File: config.mk
export PLATFORM = sky130hd
export DESIGN_NAME = core_tile_ctrl
export DESIGN_NICKNAME = d
export VERILOG_FILES = /design/src/rtl/core_pkg.sv /design/src/rtl/core_tile_map.sv /design/src/rtl/core_tile_ctrl.sv
export SDC_FILE = /design/constraint.sdc
export NUM_CORES = 1
export LEC_CHECK = 0
export BUFFER_PORTS_ARGS = -buffer_cell sky130_fd_sc_hd__buf_2
export CORE_AREA = 5 5 131 133
export CTS_CLUSTER_SIZE = 28
export DETAILED_ROUTE_END_ITERATION = 10
export DIE_AREA = 0 0 136 138
export PLACE_DENSITY = 0.8
export SKIP_CTS_REPAIR_TIMING = 1
export SKIP_LAST_GASP = 1
export SLEW_MARGIN = 20
export SYNTH_ARGS = -nofsm -noshare
export SYNTH_HDL_FRONTEND = slang
export SYNTH_SLANG_ARGS = --single-unit
File: constraint.sdc
create_clock -name I_HCLK -period 7.4 [get_ports I_HCLK]
set_input_delay 1.48 -clock I_HCLK [delete_from_list [all_inputs] [get_ports I_HCLK]]
set_output_delay 1.48 -clock I_HCLK [all_outputs]
set_load 0.01 [all_outputs]
File: src/rtl/core_pkg.sv
// ============================================================================
// Package : core_pkg
// Purpose : Shared types and constants for the rotate-engine tile scheduler
//           and its tile coordinate mapper.
// Contents: state_t   - scheduler FSM encoding
//           ROT_*     - effective clockwise rotation codes
//           DIR_*     - rotation direction codes
//           eff_rot() - folds (degrees, direction) into a clockwise code
// Revision: 1.0 - initial release
// ============================================================================
`default_nettype none

package core_pkg;

    localparam int TILE_LOG2_DEF = 3;

    typedef enum logic [2:0] {
        ST_IDLE     = 3'd0,
        ST_CHECK    = 3'd1,
        ST_WAIT_DMA = 3'd2,
        ST_ISSUE    = 3'd3,
        ST_RUN      = 3'd4,
        ST_NEXT     = 3'd5,
        ST_FIN      = 3'd6,
        ST_ERR      = 3'd7
    } state_t;

    localparam logic [1:0] ROT_0   = 2'd0;
    localparam logic [1:0] ROT_90  = 2'd1;
    localparam logic [1:0] ROT_180 = 2'd2;
    localparam logic [1:0] ROT_270 = 2'd3;

    localparam logic DIR_CW  = 1'b0;
    localparam logic DIR_CCW = 1'b1;

    // A counter-clockwise turn of N quarter-steps equals a clockwise turn of
    // (4-N) mod 4, which is simply the 2-bit two's-complement negation.
    function automatic logic [1:0] eff_rot(input logic [1:0] deg, input logic dir);
        return (dir == DIR_CCW) ? (2'd0 - deg) : deg;
    endfunction

endpackage

`default_nettype wire

File: src/rtl/core_tile_map.sv
// ============================================================================
// Module  : core_tile_map
// Purpose : Combinational source-tile to destination-tile coordinate mapping
//           for a clockwise rotation of 0/90/180/270 degrees.
// Ports   : tx, ty     in  CW  source tile column / row
//           tw, th     in  CW  source image width / height in tiles
//           rot        in  2   effective clockwise rotation code (ROT_*)
//           dst_tx/ty  out CW  destination tile column / row
// Revision: 1.0 - initial release
// ============================================================================
`default_nettype none

module core_tile_map
    import core_pkg::*;
#(
    parameter int CW = 13
) (
    input  logic [CW-1:0] tx,
    input  logic [CW-1:0] ty,
    input  logic [CW-1:0] tw,
    input  logic [CW-1:0] th,
    input  logic [1:0]    rot,
    output logic [CW-1:0] dst_tx,
    output logic [CW-1:0] dst_ty
);

    always_comb begin
        dst_tx = tx;
        dst_ty = ty;
        case (rot)
            ROT_90: begin
                dst_tx = th - CW'(1) - ty;
                dst_ty = tx;
            end
            ROT_180: begin
                dst_tx = tw - CW'(1) - tx;
                dst_ty = th - CW'(1) - ty;
            end
            ROT_270: begin
                dst_tx = ty;
                dst_ty = tw - CW'(1) - tx;
            end
            default: ;
        endcase
    end

endmodule

`default_nettype wire

File: src/rtl/core_tile_ctrl.sv
// ============================================================================
// Module  : core_tile_ctrl
// Purpose : Tile scheduler for the rotate engine. Validates the job, walks the
//           source image in row-major tiles, waits for DMA per tile, fires
//           core_pixel once per tile and waits for it, with a watchdog.
// Ports   : I_HCLK, I_HRESET_N      clock, async active-low reset
//           I_START                 job start pulse (honoured in IDLE only)
//           I_HEIGHT/I_WIDTH        source geometry, pixels
//           I_DEGREES/I_DIRECTION   rotation amount and direction
//           I_DMA_READY             DMA can service the next tile
//           I_PIX_DONE              core_pixel finished current tile
//           O_PIX_START             one-cycle start to core_pixel
//           O_SRC_TX/TY, O_DST_TX/TY  tile coordinates for current tile
//           O_OUT_WIDTH/HEIGHT      rotated image geometry
//           O_BUSY, O_DONE, O_ERR   job status
// Revision: 1.0 - initial release
// ============================================================================
`default_nettype none

module core_tile_ctrl
    import core_pkg::*;
#(
    parameter int TILE_LOG2 = TILE_LOG2_DEF,
    parameter int TIMEOUT_W = 12
) (
    input  logic                    I_HCLK,
    input  logic                    I_HRESET_N,
    input  logic                    I_START,
    input  logic [15:0]             I_HEIGHT,
    input  logic [15:0]             I_WIDTH,
    input  logic [1:0]              I_DEGREES,
    input  logic                    I_DIRECTION,
    input  logic                    I_DMA_READY,
    input  logic                    I_PIX_DONE,
    output logic                    O_PIX_START,
    output logic [16-TILE_LOG2-1:0] O_SRC_TX,
    output logic [16-TILE_LOG2-1:0] O_SRC_TY,
    output logic [16-TILE_LOG2-1:0] O_DST_TX,
    output logic [16-TILE_LOG2-1:0] O_DST_TY,
    output logic [15:0]             O_OUT_WIDTH,
    output logic [15:0]             O_OUT_HEIGHT,
    output logic                    O_BUSY,
    output logic                    O_DONE,
    output logic                    O_ERR
);

    localparam int CW = 16 - TILE_LOG2;

    state_t             state, state_nx;
    logic [15:0]        cfg_h, cfg_w;
    logic [1:0]         cfg_deg;
    logic               cfg_dir;
    logic [CW-1:0]      tx, ty, dtx, dty;
    logic [CW-1:0]      nx, ny, map_tx, map_ty;
    logic [15:0]        out_w, out_h;
    logic [TIMEOUT_W-1:0] wd;
    logic               err_q;

    logic [CW-1:0]      tw, th;
    logic [1:0]         rot;
    logic               cfg_bad, last_tx, last_ty, wd_exp;

    assign tw      = cfg_w[15:TILE_LOG2];
    assign th      = cfg_h[15:TILE_LOG2];
    assign rot     = eff_rot(cfg_deg, cfg_dir);
    assign cfg_bad = (cfg_h == 16'd0) || (cfg_w == 16'd0) ||
                     (|cfg_h[TILE_LOG2-1:0]) || (|cfg_w[TILE_LOG2-1:0]);
    assign last_tx = (tx == tw - CW'(1));
    assign last_ty = (ty == th - CW'(1));
    assign wd_exp  = &wd;

    // Coordinates of the tile that becomes current at the next edge: origin
    // when a job is being validated, otherwise the row-major successor.
    always_comb begin
        nx = tx;
        ny = ty;
        if (state == ST_CHECK) begin
            nx = '0;
            ny = '0;
        end else if (last_tx) begin
            nx = '0;
            ny = ty + CW'(1);
        end else begin
            nx = tx + CW'(1);
        end
    end

    core_tile_map #(
        .CW (CW)
    ) u_map (
        .tx     (nx),
        .ty     (ny),
        .tw     (tw),
        .th     (th),
        .rot    (rot),
        .dst_tx (map_tx),
        .dst_ty (map_ty)
    );

    always_comb begin
        state_nx = state;
        case (state)
            ST_IDLE:     if (I_START) state_nx = ST_CHECK;
            ST_CHECK:    state_nx = cfg_bad ? ST_ERR : ST_WAIT_DMA;
            ST_WAIT_DMA: if (I_DMA_READY) state_nx = ST_ISSUE;
            ST_ISSUE:    state_nx = ST_RUN;
            // Completion takes priority over a watchdog expiring in the same cycle.
            ST_RUN: begin
                if (I_PIX_DONE)  state_nx = ST_NEXT;
                else if (wd_exp) state_nx = ST_ERR;
            end
            ST_NEXT:     state_nx = (last_tx && last_ty) ? ST_FIN : ST_WAIT_DMA;
            ST_FIN:      state_nx = ST_IDLE;
            ST_ERR:      state_nx = ST_IDLE;
            default:     state_nx = ST_IDLE;
        endcase
    end

    always_ff @(posedge I_HCLK or negedge I_HRESET_N) begin
        if (!I_HRESET_N) begin
            state <= ST_IDLE;
        end else begin
            state <= state_nx;
        end
    end

    always_ff @(posedge I_HCLK or negedge I_HRESET_N) begin
        if (!I_HRESET_N) begin
            cfg_h   <= '0;
            cfg_w   <= '0;
            cfg_deg <= '0;
            cfg_dir <= 1'b0;
            tx      <= '0;
            ty      <= '0;
            dtx     <= '0;
            dty     <= '0;
            out_w   <= '0;
            out_h   <= '0;
            wd      <= '0;
            err_q   <= 1'b0;
        end else begin
            if (state == ST_IDLE && I_START) begin
                cfg_h   <= I_HEIGHT;
                cfg_w   <= I_WIDTH;
                cfg_deg <= I_DEGREES;
                cfg_dir <= I_DIRECTION;
                err_q   <= 1'b0;
            end

            if (state == ST_CHECK) begin
                out_w <= rot[0] ? cfg_h : cfg_w;
                out_h <= rot[0] ? cfg_w : cfg_h;
                if (cfg_bad) err_q <= 1'b1;
            end

            // Coordinates move only when a new tile is selected, so they
            // stay stable through ISSUE/RUN and hold after the last tile.
            if ((state == ST_CHECK && !cfg_bad) ||
                (state == ST_NEXT && !(last_tx && last_ty))) begin
                tx  <= nx;
                ty  <= ny;
                dtx <= map_tx;
                dty <= map_ty;
            end

            if (state == ST_ISSUE) begin
                wd <= '0;
            end else if (state == ST_RUN && !wd_exp) begin
                wd <= wd + TIMEOUT_W'(1);
            end

            if (state == ST_RUN && !I_PIX_DONE && wd_exp) err_q <= 1'b1;
        end
    end

    assign O_PIX_START  = (state == ST_ISSUE);
    assign O_DONE       = (state == ST_FIN);
    assign O_BUSY       = (state != ST_IDLE);
    assign O_ERR        = err_q;
    assign O_SRC_TX     = tx;
    assign O_SRC_TY     = ty;
    assign O_DST_TX     = dtx;
    assign O_DST_TY     = dty;
    assign O_OUT_WIDTH  = out_w;
    assign O_OUT_HEIGHT = out_h;

endmodule

`default_nettype wire

==> impl_metrics.env <==
export IMPL_status="completed"
export IMPL_crit_path_start_kind="flop"
export IMPL_port_buffers=127
export IMPL_grt_pass1_wl_mm=42.9
export IMPL_ff2ff_path_depth=20
export IMPL_fin_crit_ns=5.99
export IMPL_fmax_mhz=167
export IMPL_area_growth_synth_to_final_pct=12.9
export IMPL_nets=1157
export IMPL_totalNegativeSetupSlack_ns=0
export IMPL_hold_class="reg -> reg"
export IMPL_synth_seq_cells=135
export IMPL_syn_num_nets=1080
export IMPL_maxCapViolCount=0
export IMPL_endpoint_kind="flop"
export IMPL_setup_violations=0
export IMPL_gr_total_overflow=0
export IMPL_skew_ns=0.0106
export IMPL_drive_gt1_frac=0.202
export IMPL_cts_sinks=135
export IMPL_startpoint="cfg_w[3]"
export IMPL_gp_congestion=0.973
export IMPL_syn_instance_count=1007
export IMPL_final_cell_mix="dfrtp_1 (134), nand2_1 (132), buf_2 (126), o21ai_0 (93), nor2_1 (62)"
export IMPL_pwr_density_cell_nw_per_um2=498
export IMPL_drv_slew=0
export IMPL_viasPerCell=6.20
export IMPL_start_util=0.582
export IMPL_rsz0062_at_grt="false"
export IMPL_mostFrequentLayoutCell="dfrtp_1"
export IMPL_synth_cell_type_count=84
export IMPL_h_tree_depth=4
export IMPL_synth_edff_count=0
export IMPL_place_area_um2=9780
export IMPL_totalPowerFinal_mw=5.14
export IMPL_grt_max_degree=85
export IMPL_rrSetupSlack_ns=1.41
export IMPL_worstPathRequired_ns=7.69
export IMPL_antenna_found_initial=0
export IMPL_ys_seq_area_frac=0.369
export IMPL_insertion_delay_ns=0.44
export IMPL_worstReg2RegStart="cfg_w[3]"
export IMPL_num_io_pins=128
export IMPL_grt_pass1_vias=7792
export IMPL_vias=8138
export IMPL_crit_reg2reg_capture="O_DST_TY[11]"
export IMPL_drtPass1Iterations=5
export IMPL_finalInstanceArea_um2=10300
export IMPL_fp_dieW_um=136
export IMPL_clock_path_buffers=2
export IMPL_grt_use_total=0.290
export IMPL_dieArea_um2=18800
export IMPL_yosysWarnings=0
export IMPL_synthFlopType="dfrtp_1"
export IMPL_ir_drop_v=0.000247
export IMPL_syn_area_um2=9150
export IMPL_ctsRootBufferMaster="clkbuf_16"
export IMPL_slew_limit_headroom=0.287
export IMPL_async_reset_ff_frac=1.00
export IMPL_cts_made_buffers=17
export IMPL_dr_first_iter_drc_count=760
export IMPL_final_cells=1313
export IMPL_setup_worst_path_class="reg -> reg"
export IMPL_wire_per_inst_um=20.6
export IMPL_worst_path_max_fanout=19
export IMPL_antennaDiodeCount=0
export IMPL_clk_pin_slew_ns=0.06
export IMPL_drc=0
export IMPL_rows=46
export IMPL_tritoncts="built"
export IMPL_p_leak_nw=4.63
export IMPL_drt_wl_total_mm=27.0
export IMPL_die_h_um=138
export IMPL_fin_crit_sh=0.809
export IMPL_avgSynthCellArea_um2=9.09
export IMPL_hold_viol=0
export IMPL_dp_cells=1281
export IMPL_dp_hpwl_mm=19.9
export IMPL_arrival_ns=6.28
export IMPL_endpoint="O_DST_TY[11]"
export IMPL_worst_slew_pin_slew_ns=1.07
export IMPL_coreArea_um2=15700
export IMPL_ant_nets=0
worst min path at each step:
| stage | startpoint | end | slack (ns) | depth (start not counted) |
|---|---|---|---|---|
| 2_1_floorplan | wd[10] | wd[10] | 0.51 | 2 |
| 3_3_place_gp | O_OUT_HEIGHT[14] | O_OUT_HEIGHT[14] | 0.46 | 2 |
| 3_5_place_dp | O_DST_TY[1] | O_DST_TY[1] | 0.46 | 1 |
| 4_1_cts | O_DST_TY[1] | O_DST_TY[1] | 0.47 | 1 |
| 5_1_grt | O_OUT_HEIGHT[10] | O_OUT_HEIGHT[10] | 0.49 | 2 |
| 6_report | O_DST_TY[1] | O_DST_TY[1] | 0.47 | 1 |
cell type report:
| type | count | area, um^2 |
|---|---|---|
| clock buffers | 18 | 429 |
| clock inverters | 14 | 116 |
| fillers | 1304 | 5390 |
| inverters | 20 | 75.1 |
| multi-input cells | 777 | 5370 |
| flip-flops and latches | 135 | 3380 |
| well taps | 216 | 270 |
| repair buffers | 133 | 691 |
per-stage QoR:
stage	util	hold WS (ns)	setup WS (ns)
final	0.657	0.473	1.41
after global routing	0.657	0.493	1.04
after CTS	0.657	0.473	1.55
after detailed placement	0.622	0.461	1.59
after global placement	0.622	0.457	1.66
after floorplan	-	0.510	2.24
kinds of logic after synthesis:
group | after synthesis | share of synthesized area
simple gates | 351 | 0.191
flops | 135 | 0.369
buf+inv | 95 | 0.0447
fa+ha+maj | 33 | 0.0468
xor+xnor | 88 | 0.0974
mux | 76 | 0.0877
compound gates | 229 | 0.163
synth_stat cells (all sizes together), types with 8 or more instances:
library cell	instances	area (um^2)
clkbuf	52	195
nand3	27	140
nand4	13	87.6
mux2	30	342
or3	14	92.6
ha	31	388
o31ai	10	80.1
dfrtp	135	3380
and3	14	87.6
a22o	8	70.1
inv	20	75.1
a221oi	18	158
nor3	27	135
a211oi	8	60.1
o21a	8	60.1
xor2	36	315
xnor2	45	417
o21ai	96	484
buf	23	139
a21oi	32	160
mux2i	46	460
a21o	8	60.1
nor4	11	83.8
nor2	63	239
nand2	134	505
flip-flops by register name, indices dropped and copies added (netlist names), 13 cells and up:
register / flops
cfg_w: 16
O_DST_TY: 13
O_SRC_TX: 13
O_OUT_HEIGHT: 16
O_DST_TX: 13
O_OUT_WIDTH: 16
O_SRC_TY: 13
cfg_h: 16
power breakdown:
group | leakage (nW) | internal (mW) | total [mW] | switching, mW
logic | 2.65 | 1.20 | 2.91 | 1.72
registers | 1.72 | 1.01 | 1.43 | 0.418
clock network | 0.262 | 0.437 | 0.800 | 0.363
worst max-delay path, cell delays in order, from the launching register on:
cell	delay, ns
dfrtp_1	0.49
inv_1	0.12
ha_1	0.21
or3b_2	0.57
xnor2_1	0.23
nor3_1	0.08
o31ai_2	0.51
nor4_4	0.10
buf_4	0.24
nor2_1	0.55
nand2_1	0.30
ha_1	0.44
or2_2	0.29
a21oi_1	0.14
a31oi_1	0.07
a41o_1	0.28
o41ai_1	0.39
xnor2_1	0.20
a21o_1	0.19
a2111oi_0	0.34
a311oi_1	0.09
routing by layer:
metal  vias up  wire (um)  global-route usage
met4         0        857               0.109
met1      3913      11500               0.401
met2       391      12400               0.444
met3        60       2250              0.0704
met5         -          0                   0
li1       3774          -                   -
Power figures use the tool's default switching activity.
